<file path="config.mk">
export PLATFORM = sky130hd
export DESIGN_NAME = bht_update_unit
export DESIGN_NICKNAME = d
export VERILOG_FILES = /design/src/rtl/bht_update_unit.sv
export SDC_FILE = /design/constraint.sdc
export NUM_CORES = 1
export LEC_CHECK = 0
export ABC_AREA = 1
export BUFFER_PORTS_ARGS = -buffer_cell sky130_fd_sc_hd__buf_2
export CORE_ASPECT_RATIO = 0.6
export CORE_MARGIN = 2
export CORE_UTILIZATION = 65
export CTS_BUF_LIST = sky130_fd_sc_hd__clkbuf_16
export DETAILED_ROUTE_END_ITERATION = 6
export HOLD_SLACK_MARGIN = 0.02
export PLACE_DENSITY = 0.95
export SYNTH_ARGS = -nofsm -noshare
export SYNTH_HDL_FRONTEND = slang
export SYNTH_SLANG_ARGS = --single-unit
</file>
<file path="constraint.sdc">
create_clock -name clk_i -period 6.7 [get_ports clk_i]
set_input_delay 0.335 -clock clk_i [delete_from_list [all_inputs] [get_ports clk_i]]
set_output_delay 0.335 -clock clk_i [all_outputs]
set_load 0.02 [all_outputs]
</file>
<file path="src/rtl/bht_update_unit.sv">
// Branch history table: 2-bit saturating counters per entry, trained by
// resolved conditional branches through a one-entry write pipeline with
// forwarding, self-initialised after reset and on flush.
module bht_update_unit #(
    parameter int unsigned NR_ENTRIES = 64,
    parameter int unsigned VLEN       = 32
) (
    input  logic            clk_i,
    input  logic            rst_i,
    input  logic            flush_i,
    input  logic            debug_mode_i,
    input  logic [VLEN-1:0] vpc_i,
    output logic            lookup_valid_o,
    output logic            lookup_taken_o,
    output logic [1:0]      lookup_counter_o,
    input  logic            resolve_valid_i,
    input  logic [VLEN-1:0] resolve_pc_i,
    input  logic            resolve_conditional_i,
    input  logic            resolve_taken_i,
    output logic            init_done_o
);

    localparam int unsigned INDEX_W = $clog2(NR_ENTRIES);
    localparam logic [1:0]  CNT_INIT = 2'b01;

    typedef enum logic {
        ST_INIT = 1'b0,
        ST_RUN  = 1'b1
    } state_t;

    state_t               r_state;
    logic [INDEX_W-1:0]   r_ptr;
    logic                 r_pend_valid;
    logic [INDEX_W-1:0]   r_pend_idx;
    logic [1:0]           r_pend_cnt;
    logic [1:0]           r_cnt [NR_ENTRIES];
    logic [NR_ENTRIES-1:0] r_vld;

    logic [INDEX_W-1:0]   w_lk_idx;
    logic                 w_lk_hit;
    logic                 w_lk_vld;
    logic [1:0]           w_lk_cnt;
    logic [INDEX_W-1:0]   w_rs_idx;
    logic [1:0]           w_rs_eff;
    logic [1:0]           w_rs_new;
    logic                 w_accept;
    logic                 w_run;
    logic                 w_unused;

    function automatic logic [1:0] sat_inc(input logic [1:0] c);
        return (c == 2'b11) ? 2'b11 : c + 2'd1;
    endfunction

    function automatic logic [1:0] sat_dec(input logic [1:0] c);
        return (c == 2'b00) ? 2'b00 : c - 2'd1;
    endfunction

    assign w_run    = (r_state == ST_RUN);
    assign w_lk_idx = vpc_i[INDEX_W:1];
    assign w_rs_idx = resolve_pc_i[INDEX_W:1];

    // Lookup path with forwarding from the pending write
    always_comb begin
        w_lk_hit = r_pend_valid && (r_pend_idx == w_lk_idx);
        w_lk_vld = w_lk_hit | r_vld[w_lk_idx];
        w_lk_cnt = w_lk_hit ? r_pend_cnt : r_cnt[w_lk_idx];
    end

    assign lookup_valid_o   = w_run & w_lk_vld;
    assign lookup_counter_o = lookup_valid_o ? w_lk_cnt : 2'b00;
    assign lookup_taken_o   = lookup_counter_o[1];
    assign init_done_o      = w_run;

    // Resolve path: effective counter (forwarded) and its trained value
    always_comb begin
        w_rs_eff = (r_pend_valid && (r_pend_idx == w_rs_idx)) ? r_pend_cnt : r_cnt[w_rs_idx];
        w_rs_new = resolve_taken_i ? sat_inc(w_rs_eff) : sat_dec(w_rs_eff);
        w_accept = w_run & resolve_valid_i & resolve_conditional_i & ~debug_mode_i & ~flush_i;
    end

    // Control: INIT/RUN state, init pointer and pending update register
    always_ff @(posedge clk_i) begin
        if (rst_i || flush_i) begin
            r_state      <= ST_INIT;
            r_ptr        <= '0;
            r_pend_valid <= 1'b0;
            r_pend_idx   <= '0;
            r_pend_cnt   <= CNT_INIT;
        end else begin
            case (r_state)
                ST_INIT: begin
                    r_ptr        <= r_ptr + INDEX_W'(1);
                    r_pend_valid <= 1'b0;
                    if (r_ptr == INDEX_W'(NR_ENTRIES - 1)) begin
                        r_state <= ST_RUN;
                    end
                end
                default: begin
                    r_pend_valid <= w_accept;
                    if (w_accept) begin
                        r_pend_idx <= w_rs_idx;
                        r_pend_cnt <= w_rs_new;
                    end
                end
            endcase
        end
    end

    // Table storage: init sweep writes, otherwise commit of the pending update
    always_ff @(posedge clk_i) begin
        if (!rst_i && !flush_i) begin
            if (r_state == ST_INIT) begin
                r_cnt[r_ptr] <= CNT_INIT;
                r_vld[r_ptr] <= 1'b0;
            end else if (r_pend_valid) begin
                r_cnt[r_pend_idx] <= r_pend_cnt;
                r_vld[r_pend_idx] <= 1'b1;
            end
        end
    end

    assign w_unused = ^{vpc_i[VLEN-1:INDEX_W+1], vpc_i[0],
                        resolve_pc_i[VLEN-1:INDEX_W+1], resolve_pc_i[0]};

endmodule

</file>
# After elaboration in Yosys (flattened, before gate mapping)
# Memories as Yosys holds them, arrays and structs flattened.
# Cells that the tools add are included.
# op_classes
add_sub_neg,3
mul,0
div,0
n_lt_le_gt_ge,5
n_eq_ne,5
shift,0
muxes,26
n_bitwise,12
n_reduce_logical,13
# op_table
op,n
64-bit two-way mux,2
64-bit AND,1
64-bit inverter,1
64-bit OR,1
6-bit by 7-bit < comparator with 1-bit output (second input constant),3
2-bit two-way mux,7
1-bit two-way mux,13
1-bit demux with 6-bit select,2
6-bit == test,2
6-bit by 1-bit greater-or-equal comparator with 1-bit output (second input constant),2
6-bit by 1-bit adder with 6-bit output (second input constant),1
1-bit binary-select mux with 6-bit select,1
6-bit == test (second input constant),1
6-bit two-way mux,1
1-bit AND,5
1-bit logical AND,5
2-bit AND reduction,2
2-bit OR reduction,2
1-bit inverter,3
2-bit by 1-bit adder with 2-bit output (second input constant),1
2-bit == test (second input constant),1
1-bit logical NOT,2
2-bit logical NOT,1
2-bit by 1-bit inequality test with 1-bit output (second input constant),1
other kinds (3),3
# word_totals
register_bits,80
latch_bits,0
ram_bits,128
mem_bits_ro,0
in_bits,71
output_inout_bits,5
word_cells,71
mem_count,1
# mem_list
memory,depth,width,read_ports,rd_clocked_by_memory_dff,wr,line,text
r_cnt,64,2,2,0,1,36,logic [1:0] r_cnt [NR_ENTRIES];

# Depth between registers and ports, before layout
# Gate-level depths: netlist (run 1).
# depth
depth_word,7
mapped_depth,16
ltp_nobuf,14

# Worst setup path after synthesis (run 1)
# OpenSTA, ideal clock, no wires.
# synth_timing
path_kind,flip-flop to flip-flop
startpoint,"register r_state, in the netlist init_done_o"
endpoint,"memory r_cnt[40][0], enable pin"
setup_ns,0.351
arrival_ns,3.510
required_time_ns,6.349
setup_slack_ns,2.840
stages_incl_launch_ff,5
n_path_buf,1
period_less_slack_ns,3.860
path_cell_list,dfxtp_1 buf_4 a21oi_2 nand3_2 nor4_1
# synth_via
elab_chain_cells,5
word_cells_on_any_way,9
classes_between,8 x mux; 1 x reduce/logical
# synth_lines
element,line,text
from (decl),31,state_t r_state;
from (signal assigned),84,r_state <= ST_INIT;
from (signal assigned),95,r_state <= ST_RUN;
1-bit two-way mux,112,if (r_state == ST_INIT) begin
1-bit two-way mux,111,if (!rst_i && !flush_i) begin
1-bit two-way mux (not written as such),116,r_cnt[r_pend_idx] <= r_pend_cnt;
2-bit OR reduction (no line),n/a,
6-bit two-way mux (no line) / 1-bit two-way mux (equally long branches),n/a,
to (decl),36,
# Parallel ways exist; a longest one is shown, timed or not.

# Worst setup path in the final report (run 1)
# layout_timing
startpoint,input port vpc_i[2]
endpoint,output port lookup_taken_o
# layout_via
elab_chain_cells,5
word_cells_on_any_way,9
classes_between,1 x eq/ne; 4 x mux; 2 x bitwise; 1 x reduce/logical; 1 x memory
# layout_lines
element,line,text
from (decl),12,"input logic [VLEN-1:0] vpc_i,"
1-bit binary-select mux with 6-bit select / 6-bit == test (equally long branches),"65, 64",
1-bit two-way mux (not written as such) / 1-bit logical AND (equally long branches),"65, 64",
1-bit OR,65,w_lk_vld = w_lk_hit | r_vld[w_lk_idx];
1-bit AND,69,assign lookup_valid_o = w_run & w_lk_vld;
2-bit two-way mux (*),70,assign lookup_counter_o = lookup_valid_o ? w_lk_cnt : 2'b00;
to (decl),14,"output logic lookup_taken_o,"
# Every way passes the cells marked *; elsewhere a longest branch is shown, timed or not. The select of a mux whose other input is x is not followed.

==> results of run 1 <==
-- cells by family after synthesis --
group / Yosys count / synth area share
flops: 208 / 0.5275
simple gates: 708 / 0.2614
fa+ha+maj: 1 / 0.001084
compound gates: 323 / 0.1552
buf+inv: 142 / 0.05184
xor+xnor: 4 / 0.003036
-- per-stage QoR --
step | cells | setup slack (ns)
final | 1606 | 2.824
after global routing | 1606 | 2.836
after CTS | 1606 | 3.135
after detailed placement | 1570 | 3.176
after global placement | 1570 | 3.215
after floorplan | 1386 | 2.840
-- power by group through the flow --
stage,Combinational (W),Clock (W),Sequential (W)
after floorplan,0.000160,0,0.00146
after global placement,0.000217,0,0.00146
after detailed placement,0.000226,0,0.00146
after CTS,0.000229,0.00105,0.00143
after global routing,0.000258,0.00110,0.00143
final,0.000243,0.00106,0.00143
-- layout make-up --
cell class | instances | share of cell area
Clock inverter | 15 | 0.005314
Tap cell | 234 | 0.02391
Multi-Input combinational cell | 1036 | 0.3979
Timing Repair Buffer | 30 | 0.01369
Clock buffer | 21 | 0.04292
Sequential cell | 208 | 0.4971
Inverter | 62 | 0.01921
-- path summary, 6_finish.rpt --
check                             startpoint                    endpoint  depth (start not counted)
setup / recovery                    vpc_i[2]              lookup_taken_o                          9
hold / removal                         rst_i     r_pend_valid$_SDFF_PP0_                          2
setup reg to reg      init_done_o$_SDFF_PP0_      r_cnt[44][1]$_DFFE_PP_                          9
hold reg to reg   r_pend_cnt[0]$_SDFFE_PP1P_  r_pend_cnt[0]$_SDFFE_PP1P_                          2
-- layout by cell type, fill, tap and decap left out, types with 2 or more instances in the layout --
cell | netlist | layout
sky130_fd_sc_hd__a2111oi_0 | 2 | 2
sky130_fd_sc_hd__nor4_1 | 9 | 9
sky130_fd_sc_hd__buf_2 | 28 | 23
sky130_fd_sc_hd__edfxtp_1 | 192 | 192
sky130_fd_sc_hd__a21oi_1 | 43 | 43
sky130_fd_sc_hd__o211ai_1 | 12 | 12
sky130_fd_sc_hd__nand4_2 | 8 | 8
sky130_fd_sc_hd__dfxtp_1 | 16 | 16
sky130_fd_sc_hd__nor3_1 | 14 | 14
sky130_fd_sc_hd__clkinv_1 | 3 | 9
sky130_fd_sc_hd__a32o_1 | 5 | 5
sky130_fd_sc_hd__clkbuf_16 | 0 | 21
sky130_fd_sc_hd__nor2_4 | 1 | 2
sky130_fd_sc_hd__buf_4 | 5 | 7
sky130_fd_sc_hd__o21ai_4 | 3 | 3
sky130_fd_sc_hd__a22o_1 | 2 | 2
sky130_fd_sc_hd__inv_2 | 9 | 10
sky130_fd_sc_hd__xor2_1 | 4 | 4
sky130_fd_sc_hd__nand2_1 | 284 | 283
sky130_fd_sc_hd__clkinv_2 | 0 | 3
sky130_fd_sc_hd__o21ai_0 | 205 | 205
sky130_fd_sc_hd__o21ai_2 | 2 | 2
sky130_fd_sc_hd__inv_1 | 49 | 53
sky130_fd_sc_hd__nor2_1 | 221 | 220
sky130_fd_sc_hd__o22ai_1 | 47 | 47
sky130_fd_sc_hd__nand3_1 | 166 | 166
-- metal layers --
metal,global-route usage,part of all wire
met1,0.5400,0.36
met2,0.5492,0.40
met3,0.1461,0.20
met4,0.1387,0.043
met5,0,0
-- registers in the layout, summed over array words and instances (netlist names) --
| name | flops |
|---|---|
| r_pend_cnt | 2 |
| r_ptr | 6 |
| r_cnt | 128 |
| r_vld | 64 |
| r_pend_idx | 6 |
| r_pend_valid | 1 |
| init_done_o | 1 |
==> out/summary.md, run 1 <==
The commonest cells after synthesis are 284 x sky130_fd_sc_hd__nand2_1, 221 x sky130_fd_sc_hd__nor2_1, 205 x sky130_fd_sc_hd__o21ai_0. The most common cell in the netlist is sky130_fd_sc_hd__nand2_1. The clock transition at the registers of the reported paths was 0.06 ns; the number of diodes added for antenna fixing was 0. The die is 176.0 um wide. Clock skew on the completed layout was measured at 0.02556 ns. On the final layout, the worst hold slack is 0.04683 ns. Yosys mapped a number of flops with a built-in enable equal to 192. In this run the power spent charging and discharging nets is 0.0006884 W.

For the overall fraction of global-route tracks in use, the log shows 0.3853. The Yosys step of the flow raised 0 warnings. The maximum number of pins on one net before global-route repair was 98; the power per unit of standard cell area was 223.8 nW/um2.

The top achievable clock speed is 0.2580 GHz. The run finished with clean final reports. The critical path goes through buf_2 > inv_2 > o21ai_0 > a2111oi_0 > nand2_1 > nand3_1 > nand2_1 > a21oi_1 > buf_2.

For the total grt overflow, the log shows 0. The number of hold buffers added after CTS was 0. The number of buffers inserted by port buffering is 23.

Post-layout minimum cycle time: 3.876 ns. After routing the design area is 12240 um2. The multi-input gate area in the final layout is 4871 um2. Top cell type by total area after synthesis: sky130_fd_sc_hd__edfxtp_1. STA classifies the critical path startpoint as an input pin. The clock group share of total power came out at 0.388. The number of setup buffers added after CTS is 0. The final critical-path share of the clock period came out at 0.5785.

The die extent in y was 107.2 um. Yosys attributes the largest share of cell area to sky130_fd_sc_hd__edfxtp_1 50%, sky130_fd_sc_hd__nand2_1 9.2%, sky130_fd_sc_hd__o21ai_0 8.9%, sky130_fd_sc_hd__nand3_1 7.2%, sky130_fd_sc_hd__nor2_1 7.2%. Dividing the detail-routed wire length by the instance count gives 22.66 um.

For the worst-skew pair, the clock arrives at the later sink with an insertion delay of 0.52 ns. The post-synthesis net count is 1458. The starting DRC count in detailed routing was 2490. For the headroom to the max-slew limit, the log shows 0.2100.

The die covers 18870 um2. After technology mapping, the gate count stands at 1386. The utilization after layout came out at 0.7090.

Across the run, the number of max-cap violations was 0. The endpoint arrival time on the critical path came out at 3.54 ns. Buffers inserted during clock tree synthesis total 20. In this run the register-to-register setup slack is 3.50 ns.

The run gives 0 as the final-report hold violation count. STA classifies the critical path endpoint as a primary output. The analysis attributes to cell leakage a power of 4.454 nW. The logs give 0 for the number of pins with negative max-slew slack in the final report and 6086 um2 for the area taken by flip-flops and latches. The run gives 17270 um2 as the core area. In this run the cell area measured after placement is 11650 um2.

The vias after detailed routing is 11302, and the internal portion of total power is 0.002052 W. The final estimated routing congestion in global placement is 1.011, and the deepest clock path buffer count is 3. For the sequential fraction of the synthesis area, the log shows 0.5275.

In the routed design, unresolved DRC markers number 0. The number of buffer and inverter stages on the critical path is 3. Category of the critical setup timing path: input pin to primary output.

The worst supply voltage drop on vdd is 0.0001859 V, and the mean area per synthesized cell is 8.324 um2. The biggest fanout along the worst timing path is 54, and the aggregate routed wire length is 36.40 mm. Relative to the synthesized area, the layout overhead comes to 6.117%. The share of synthesized registers carrying an async set or reset came out at 0. After legalization and detailed placement, the total HPWL measured 22.66 mm. Share of the synthesized area in the top cell type: 0.4997.

In this run, synthesis produced a sequential element count of 208. Setup repair after global routing left no endpoint under its margin. The initial antenna violation count came out at 0.

After synthesis, the netlist uses 37 different library cells. In this design, the largest share of critical-path delay is due to buffers and inverters. The cell type of the slowest stage on the worst timing path was sky130_fd_sc_hd__inv_2. For the number of setup violations in the final report, the log shows 0. The tools report the number of rows created at floorplan as 37. In the synthesized netlist the dominant register cell turns out to be sky130_fd_sc_hd__edfxtp_1. The fraction of power spent switching nets is 0.2512. Slew of the pin with the lowest slew margin: 1.185 ns.

The mapped netlist covers 11540 um2. For the worst setup path, the data required time is 6.36 ns. Largest incremental delay on the critical path: 0.99 ns. The design draws 0.002740 W. The top-level I/O count is 76. Starting density of the core: 0.6681. The average via count per standard cell works out to 7.037. Worst min-delay path class: input pin to flop.

The count of nets left with antenna violations once routing finished came out at 0. Post-CTS repair changed the size of 0 cells. For the part of the power in combinational logic, the log shows 0.089. The layout has 1245 filler cells. H-tree depth: 1. The clock tree root driver cell was sky130_fd_sc_hd__clkbuf_16. CTS saw 208 sinks.

The sequential share of power was 0.523. The fraction of final layout cells with drive strength greater than 1 is 0.06341. The via count of the first global-routing pass was 10443. The number of nets in the final layout was 1430; the count of TritonRoute iterations in the first routing pass was 7. TritonCTS built the clock tree.

Global-route wire length before repair: 55.94 mm. Adding up every negative setup slack in the final design gives 0 ns.
Power figures use the tool's default switching activity.
==> inputs of run 2 (changes only) <==
Settings changed: ABC_AREA 1 to 0, CORE_UTILIZATION 65 to 61, PLACE_DENSITY 0.95 to 0.91.
Clock period 6.7 ns to 3.6 ns, I/O delays scaled along.
==> out/summary.md, run 2 <==
The number of pins with negative max-slew slack in the final report was 0 (unchanged); the total net switching power was 0.001125 W (was 0.0006884 W). Ranking of synthesized cells by instance count: 192 x sky130_fd_sc_hd__edfxtp_1, 119 x sky130_fd_sc_hd__o21ai_0, 100 x sky130_fd_sc_hd__nor2_1 (was 284 x sky130_fd_sc_hd__nand2_1, 221 x sky130_fd_sc_hd__nor2_1, 205 x sky130_fd_sc_hd__o21ai_0). The aggregate routed wire length is 30.37 mm (was 36.40 mm), and the power per unit of standard cell area is 414.9 nW/um2 (was 223.8 nW/um2). The element type at the critical path end is a primary output (unchanged). The clock buffer count from CTS is 20 (unchanged). The logs give 0 (unchanged) for the number of DRC violations after detailed routing and 0.01215 ns (was 0.02556 ns) for the post-route clock skew. The count of TritonRoute iterations in the first routing pass is 5 (was 7). Category of the critical setup timing path: flop to primary output (was input pin to primary output). Worst min-delay path class: input pin to flop (unchanged). The logs give 1358 (was 2490) for the starting DRC count in detailed routing and 0 (unchanged) for the final-report hold violation count. The logs give 0.6180 (was 0.6681) for the starting density of the core and 208 (unchanged) for the sink count of the clock tree. Most frequently used flop master after synthesis: sky130_fd_sc_hd__edfxtp_1 (unchanged). The clock tree root driver cell is sky130_fd_sc_hd__clkbuf_16 (unchanged). The deepest clock path buffer count was 3 (unchanged); the fraction of final layout cells with drive strength greater than 1 was 0.1876 (was 0.06341). The tools report the area of placed instances as 11350 um2 (was 11650 um2).

The total grt overflow is 0 (unchanged). The clock transition at the registers of the reported paths is 0.07 ns (was 0.06 ns), and the count of max-cap constraint violations is 0 (unchanged). Top area cells in the synthesized netlist: sky130_fd_sc_hd__edfxtp_1 52%, sky130_fd_sc_hd__mux4_2 17%, sky130_fd_sc_hd__o21ai_0 5.4%, sky130_fd_sc_hd__a21oi_1 3.5%, sky130_fd_sc_hd__nor2_1 3.4% (was sky130_fd_sc_hd__edfxtp_1 50%, sky130_fd_sc_hd__nand2_1 9.2%, sky130_fd_sc_hd__o21ai_0 8.9%, sky130_fd_sc_hd__nand3_1 7.2%, sky130_fd_sc_hd__nor2_1 7.2%). The biggest fanout along the worst timing path works out to 3 (was 54). The area growth from synthesis to final layout was 8.031% (was 6.117%).

Setup repair after global routing left no endpoint under its margin. The final estimated routing congestion in global placement is 0.9935 (was 1.011). For the number of setup violations in the final report, the log shows 0 (unchanged). The count of yosys warnings during synthesis was 0 (unchanged). Chain of cells forming the critical path: mux4_2 > mux4_2 > mux2_2 > o21ai_1 > o32ai_1 > buf_2 (was buf_2 > inv_2 > o21ai_0 > a2111oi_0 > nand2_1 > nand3_1 > nand2_1 > a21oi_1 > buf_2). The tools report the remaining antenna violation count as 0 (unchanged). The overall die area was 19290 um2 (was 18870 um2); the overall fraction of global-route tracks in use was 0.3225 (was 0.3853). The number of nets in the final layout is 928 (was 1430), and the number of buffers inserted by port buffering is 23 (unchanged). The clock group share of total power was 0.400 (was 0.388). The tools report the unique cell type count in the Yosys netlist as 47 (was 37). The slew of the pin with the lowest slew margin is 1.316 ns (was 1.185 ns), and the sequential fraction of the synthesis area is 0.5494 (was 0.5275). For the design area, the log shows 11970 um2 (was 12240 um2). The flow ran to the end, and the final reports show no timing, DRC or antenna violations. The die extent in y works out to 108.4 um (was 107.2 um).

The worst supply voltage drop on vdd was 0.0004050 V (was 0.0001859 V). The summed instance area of the synthesized netlist is 11080 um2 (was 11540 um2), and the buffers inserted during post-CTS setup optimization is 0 (unchanged). The routed length per instance was 27.39 um (was 22.66 um); the estimated wirelength of the detail-placed design was 20.67 mm (was 22.66 mm). The initial antenna violation count is 0 (unchanged), and the post-synthesis sequential element count is 208 (unchanged). The critical path startpoint category was a flop (was an input pin). Commonest cells after routing, fill and taps aside: 192 x sky130_fd_sc_hd__edfxtp_1, 119 x sky130_fd_sc_hd__o21ai_0, 100 x sky130_fd_sc_hd__nor2_1 (was 283 x sky130_fd_sc_hd__nand2_1, 220 x sky130_fd_sc_hd__nor2_1, 205 x sky130_fd_sc_hd__o21ai_0). Average via count per standard cell: 7.323 (was 7.037). The leading cell type in the layout, fill and taps excluded was sky130_fd_sc_hd__edfxtp_1 (was sky130_fd_sc_hd__nand2_1). The run gives 7784 (was 10443) as the via count of the first global-routing pass.

The die width works out to 178.0 um (was 176.0 um). The mean area per synthesized cell works out to 12.90 um2 (was 8.324 um2). Headroom to the max-slew limit: 0.1159 (was 0.2100). The flip-flop count of the largest register, all copies and words added is 128 (unchanged).

The most numerous cell type found on the critical path is sky130_fd_sc_hd__mux4_2. For the number of diodes added for antenna fixing, the log shows 0 (unchanged). The number of instances on the worst hold path was 3 (was 2); the share of synthesized registers carrying an async set or reset was 0 (unchanged).

Part of the power in combinational logic: 0.062 (was 0.089). The number of synthesized flops with an enable pin was 192 (unchanged); the area taken by flip-flops and latches was 6086 um2 (unchanged). The post-layout minimum cycle time was 3.055 ns. The run gives 0.91 ns (was 3.50 ns) as the worst-case register-to-register setup slack.

For the H-tree depth, the log shows 1 (unchanged). Final critical-path share of the clock period: 0.8487. Cell leakage power: 3.956 nW (was 4.454 nW).

Largest registers in the final layout: r_cnt: 128 flops, r_vld: 64 flops (unchanged). The share of the synthesized area in the top cell type is 0.5205 (was 0.4997). The worst-skew pair later-pin latency was 0.50 ns (was 0.52 ns). For the top-level I/O count, the log shows 76 (unchanged). The register with the most flip-flops is r_cnt (unchanged). The internal portion of total power is 0.003841 W (was 0.002052 W). Top cell type by total area after synthesis: sky130_fd_sc_hd__edfxtp_1 (unchanged).

Cell type of the slowest stage on the worst timing path: sky130_fd_sc_hd__mux4_2 (was sky130_fd_sc_hd__inv_2). The count of filler cells inserted in the layout was 1184 (was 1245); the endpoint arrival time on the critical path was 2.88 ns (was 3.54 ns). The most common cell in the netlist was sky130_fd_sc_hd__edfxtp_1 (was sky130_fd_sc_hd__nand2_1).

For the global-route wire length before repair, the log shows 45.98 mm (was 55.94 mm). The total stage count of the critical path was 6 (was 9). The tools report the gate count of the mapped netlist as 859 (was 1386). TritonCTS built the clock tree. The run gives 38 (was 37) as the number of rows created at floorplan. The core area was 17920 um2 (was 17270 um2).

The run gives 931 (was 1458) as the post-synthesis net count. The fraction of power spent switching nets came out at 0.2265 (was 0.2512). The dominant delay contributor by cell family on the critical path was multiplexers (was buffers and inverters). The largest incremental delay on the critical path came out at 0.51 ns (was 0.99 ns).

The logs give 65 (was 98) for the maximum number of pins on one net before global-route repair and 0.3273 GHz for the top achievable clock speed. For the sequential share of power, the log shows 0.538 (was 0.523). The setup total negative slack was 0 ns (unchanged); the number of buffer and inverter stages on the critical path was 1 (was 3). The number of cells traversed by the worst register-to-register path was 6 (was 9); the data required time of the critical path was 3.42 ns (was 6.36 ns). The multi-input gate area in the final layout is 4663 um2 (was 4871 um2), and the vias after detailed routing is 8121 (was 11302).
==> run 2: changes by cell type after synthesis, moves of 10 or more <==
cell | previous run | this run
sky130_fd_sc_hd__o211ai_1 | 12 | 0
sky130_fd_sc_hd__nand3_1 | 166 | 16
sky130_fd_sc_hd__nor2b_1 | 0 | 14
sky130_fd_sc_hd__nand2_1 | 284 | 46
sky130_fd_sc_hd__o21ai_0 | 205 | 119
sky130_fd_sc_hd__o22ai_1 | 47 | 0
sky130_fd_sc_hd__buf_2 | 28 | 13
sky130_fd_sc_hd__a22oi_1 | 0 | 10
sky130_fd_sc_hd__nor2_1 | 221 | 100
sky130_fd_sc_hd__mux4_2 | 0 | 84
sky130_fd_sc_hd__a21oi_1 | 43 | 77
sky130_fd_sc_hd__inv_1 | 49 | 10
==> run 2: what timing repair did <==
item,CTS,global route
gates resized for setup,0,0
hold buffers,2,0
endpoints found under the hold margin,2,0
==> run 2: through the flow <==
stage | power [W] | hold slack, ns | util | setup WS [ns] | instances
2_1_floorplan | 0.002934 | 0.2524 | - | 0.6263 | 859
3_3_place_gp | 0.003005 | 0.3884 | 0.6330 | 0.7175 | 1072
3_5_place_dp | 0.003019 | 0.3886 | 0.6330 | 0.6709 | 1072
4_1_cts | 0.004952 | 0.1301 | 0.6676 | 0.5878 | 1109
5_1_grt | 0.005075 | 0.1650 | 0.6676 | 0.4442 | 1109
6_report | 0.004965 | 0.1425 | 0.6676 | 0.5448 | 1109
==> run 2: area by class of cell <==
type,count,share of cell area
Tap cell,240,0.02509
Sequential cell,208,0.5086
Clock buffer,21,0.04391
Multi-Input combinational cell,575,0.3897
Clock inverter,14,0.006274
Timing Repair Buffer,40,0.02300
Inverter,11,0.003450
==> run 2: cell families (layout without fill, tap and decap cells) <==
kind of cell / count (synthesis) / in the layout / share of synthesized area
AO/OA/AOI/OAI: 230 / 230 / 0.1124
AND/OR/NAND/NOR: 222 / 222 / 0.09082
adder cells (fa/ha/maj): 3 / 3 / 0.003050
multiplexers: 103 / 103 / 0.2002
XOR/XNOR: 17 / 17 / 0.01344
flip-flops: 208 / 208 / 0.5494
buffers and inverters: 76 / 86 / 0.03072
==> run 2: power by group through the flow <==
stage,logic (W),registers [W],clock network [W]
after floorplan,0.000223,0.00271,0
after CTS,0.000302,0.00267,0.00198
after global routing,0.000328,0.00267,0.00208
after detailed placement,0.000298,0.00272,0
final,0.000309,0.00267,0.00199
after global placement,0.000289,0.00272,0
==> run 2: final timing paths <==
kind | start | endpoint
setup / recovery | r_vld[49]$_DFFE_PP_ | lookup_taken_o
hold reg to reg | r_pend_cnt[0]$_SDFFE_PP1P_ | r_pend_cnt[0]$_SDFFE_PP1P_
setup reg to reg | init_done_o$_SDFF_PP0_ | r_cnt[13][1]$_DFFE_PP_
hold / removal | resolve_pc_i[2] | r_pend_idx[1]$_SDFFE_PP0P_
==> run 2: metal layers <==
| metal | global-route usage | routed length [um] |
|---|---|---|
| met5 | 0 | 0 |
| met3 | 0.1305 | 5242 |
| met4 | 0.1112 | 1076 |
| met2 | 0.4496 | 12770 |
| met1 | 0.4623 | 11280 |
==> run 2: tightest hold or removal path: stages <==
cell and delay, ns:
sky130_fd_sc_hd__buf_2 0.20, sky130_fd_sc_hd__mux2i_1 0.16, sky130_fd_sc_hd__nor2_1 0.05
==> inputs of run 3 (changes only) <==
Settings changed: ABC_AREA 0 to 1.
Clock period 3.6 ns to 3.1 ns, I/O delays scaled along.
==> out/summary.md, run 3 (synthesized netlist as in run 1, its figures left out) <==
The flow ran to the end, and the final reports show no timing, DRC or antenna violations. For the initial antenna violation count, the log shows 1 (was 0). The worst-skew pair later-pin latency is 0.52 ns (was 0.50 ns). The multi-input gate area in the final layout is 4877 um2 (was 4663 um2).

The tools report the number of pins with negative max-slew slack in the final report as 0 (unchanged). The slew of the pin with the lowest slew margin is 1.206 ns (was 1.316 ns). The starting DRC count in detailed routing was 2242 (was 1358); the number of rows created at floorplan was 38 (unchanged).

The tools report the endpoint arrival time on the critical path as 2.68 ns (was 2.88 ns). For the core area, the log shows 18310 um2 (was 17920 um2). The run gives 0.3547 (was 0.3225) as the overall fraction of global-route tracks in use.

The count of TritonRoute iterations in the first routing pass is 7 (was 5), and the routed length per instance is 22.10 um (was 27.39 um). The register with the most flip-flops was r_cnt (unchanged). The final critical-path share of the clock period is 0.9153. The area taken by flip-flops and latches was 6086 um2 (unchanged); the maximum number of pins on one net before global-route repair was 98 (was 65). The top achievable clock speed came out at 0.3524 GHz. Setup repair after global routing left no endpoint under its margin.

TritonCTS built the clock tree. The average via count per standard cell came out at 6.881 (was 7.323). The headroom to the max-slew limit is 0.1928 (was 0.1159), and the fraction of final layout cells with drive strength greater than 1 is 0.07626 (was 0.1876). The starting density of the core is 0.6303 (was 0.6180), and the overall power is 0.005962 W (was 0.004965 W).

The tools report the overall die area as 20070 um2 (was 19290 um2). Commonest cells after routing, fill and taps aside: 283 x sky130_fd_sc_hd__nand2_1, 220 x sky130_fd_sc_hd__nor2_1, 205 x sky130_fd_sc_hd__o21ai_0 (was 192 x sky130_fd_sc_hd__edfxtp_1, 119 x sky130_fd_sc_hd__o21ai_0, 100 x sky130_fd_sc_hd__nor2_1). The logs give 20 (unchanged) for the clock buffer count from CTS and 208 (unchanged) for the sink count of the clock tree. Worst min-delay path class: input pin to flop (unchanged).

The aggregate routed wire length is 36.05 mm (was 30.37 mm), and the estimated wirelength of the detail-placed design is 23.53 mm (was 20.67 mm). For the number of DRC violations after detailed routing, the log shows 0 (unchanged). The logs give 0.0003812 V (was 0.0004050 V) for the worst supply voltage drop on vdd and 2.94 ns (was 3.42 ns) for the data required time of the critical path. Final worst slack: 0.2626 ns (was 0.5448 ns).

The tools report the cell leakage power as 4.551 nW (was 3.956 nW). The critical path startpoint category was a flop (unchanged). The tools report the clock tree root driver cell as sky130_fd_sc_hd__clkbuf_16 (unchanged).

The count of max-cap constraint violations was 0 (unchanged). The tools report the top-level I/O count as 76 (unchanged). The die extent in y was 110.5 um (was 108.4 um); the post-layout minimum cycle time was 2.837 ns. The biggest fanout along the worst timing path was 8 (was 3); the flip-flop count of the largest register, all copies and words added was 128 (unchanged). The number of nets in the final layout is 1448 (was 928), and the deepest clock path buffer count is 3 (unchanged). The number of setup violations in the final report is 0 (unchanged).

The total grt overflow came out at 0 (unchanged). Clock transition at the registers of the reported paths: 0.07 ns (about the same). The worst hold slack is 0.07972 ns (was 0.1425 ns), and the final-report hold violation count is 0 (unchanged).

The category of the critical setup timing path is flop to primary output (unchanged). Leading cell type in the layout, fill and taps excluded: sky130_fd_sc_hd__nand2_1 (was sky130_fd_sc_hd__edfxtp_1). Post-route clock skew: 0.01980 ns (was 0.01215 ns). The via count of the first global-routing pass was 10266 (was 7784); the area growth from synthesis to final layout was 7.873% (was 8.031%). The die width is 181.5 um (was 178.0 um). The power per unit of standard cell area came out at 479.0 nW/um2 (was 414.9 nW/um2).

The remaining antenna violation count is 0 (unchanged), and the H-tree depth is 1 (unchanged). The final estimated routing congestion in global placement is 1.000 (was 0.9935). The pre-CTS setup slack came out at 0.6449 ns (was 0.6709 ns).

For the vias after detailed routing, the log shows 11223 (was 8121). Largest registers in the final layout: r_cnt: 128 flops, r_vld: 64 flops (unchanged). The element type at the critical path end was a primary output (unchanged). The count of filler cells inserted in the layout came out at 1372 (was 1184). The global-route wire length before repair is 55.65 mm (was 45.98 mm), and the number of buffers inserted by port buffering is 23 (unchanged). The worst-case register-to-register setup slack is 0.48 ns (was 0.91 ns).
## run 3: cell types whose count changed in the layout (fill, tap and decap cells not counted), sizes merged, moves of 10 or more
cell / previous run / this run
o211ai: 0 / 12
a22oi: 10 / 0
mux4: 92 / 0
nand2: 46 / 284
o22ai: 0 / 47
nor2b: 14 / 0
o21ai: 121 / 211
inv: 10 / 63
a21oi: 77 / 44
nand3: 16 / 167
nor2: 100 / 223
## run 3: cell type report
type	instances	area share
multi-input combinational	1036	0.3919
antenna	1	0.0002011
inverter	62	0.01890
tap	240	0.02413
clock inverter	15	0.005730
sequential	208	0.4890
clock buffer	21	0.04222
timing repair buffer	48	0.02795
## run 3: critical path, stage by stage (launching register included)
cell,delay [ns]
sky130_fd_sc_hd__dfxtp_1,0.51
sky130_fd_sc_hd__o21ai_0,0.17
sky130_fd_sc_hd__a2111oi_2,0.51
sky130_fd_sc_hd__nand2_1,0.21
sky130_fd_sc_hd__nand3_1,0.13
sky130_fd_sc_hd__nand2_1,0.11
sky130_fd_sc_hd__a21oi_1,0.30
sky130_fd_sc_hd__buf_2,0.23
## run 3: per-layer routing
layer | vias to the layer above | part of all wire | wire length (um) | global-route usage
met3 | 165 | 0.20 | 7059 | 0.1527
met2 | 1120 | 0.40 | 14460 | 0.4838
met1 | 5093 | 0.37 | 13400 | 0.5076
met4 | 0 | 0.031 | 1121 | 0.1144
li1 | 4845 | - | - | -
met5 | - | 0 | 0 | 0
## run 3: worst paths after layout
| path | from | endpoint | cells after the start |
|---|---|---|---|
| worst min register to register | r_pend_cnt[0]$_SDFFE_PP1P_ | r_pend_cnt[0]$_SDFFE_PP1P_ | 2 |
| worst max-delay path | r_pend_idx[1]$_SDFFE_PP0P_ | lookup_counter_o[1] | 7 |
| worst max register to register | r_pend_valid$_SDFF_PP0_ | r_cnt[44][0]$_DFFE_PP_ | 8 |
| worst min-delay path | flush_i | init_done_o$_SDFF_PP0_ | 4 |
## run 3: repair_timing
action | in CTS | in global routing
endpoints found under the setup margin | 0 | 3
endpoints found under the hold margin | 3 | 0
hold buffers | 3 | 0
setup buffers | 0 | 0
resized for setup | 0 | 2
## run 3: report_power, final
group	leakage (nW)	internal, W	switching, W
Clock	0.310	0.00123	0.00109
Combinational	2.21	0.000154	0.000388
Sequential	2.03	0.00307	0.0000250
Total	4.55	0.00445	0.00151
## run 3: through the flow
step	instances	utilization	instance area, um2	TNS, ns
2_1_floorplan	1386	-	11540	-0.7576
5_1_grt	1631	0.6799	12450	0
3_5_place_dp	1591	0.6452	11810	0
6_report	1631	0.6799	12450	0
3_3_place_gp	1591	0.6452	11810	0
4_1_cts	1630	0.6794	12440	0
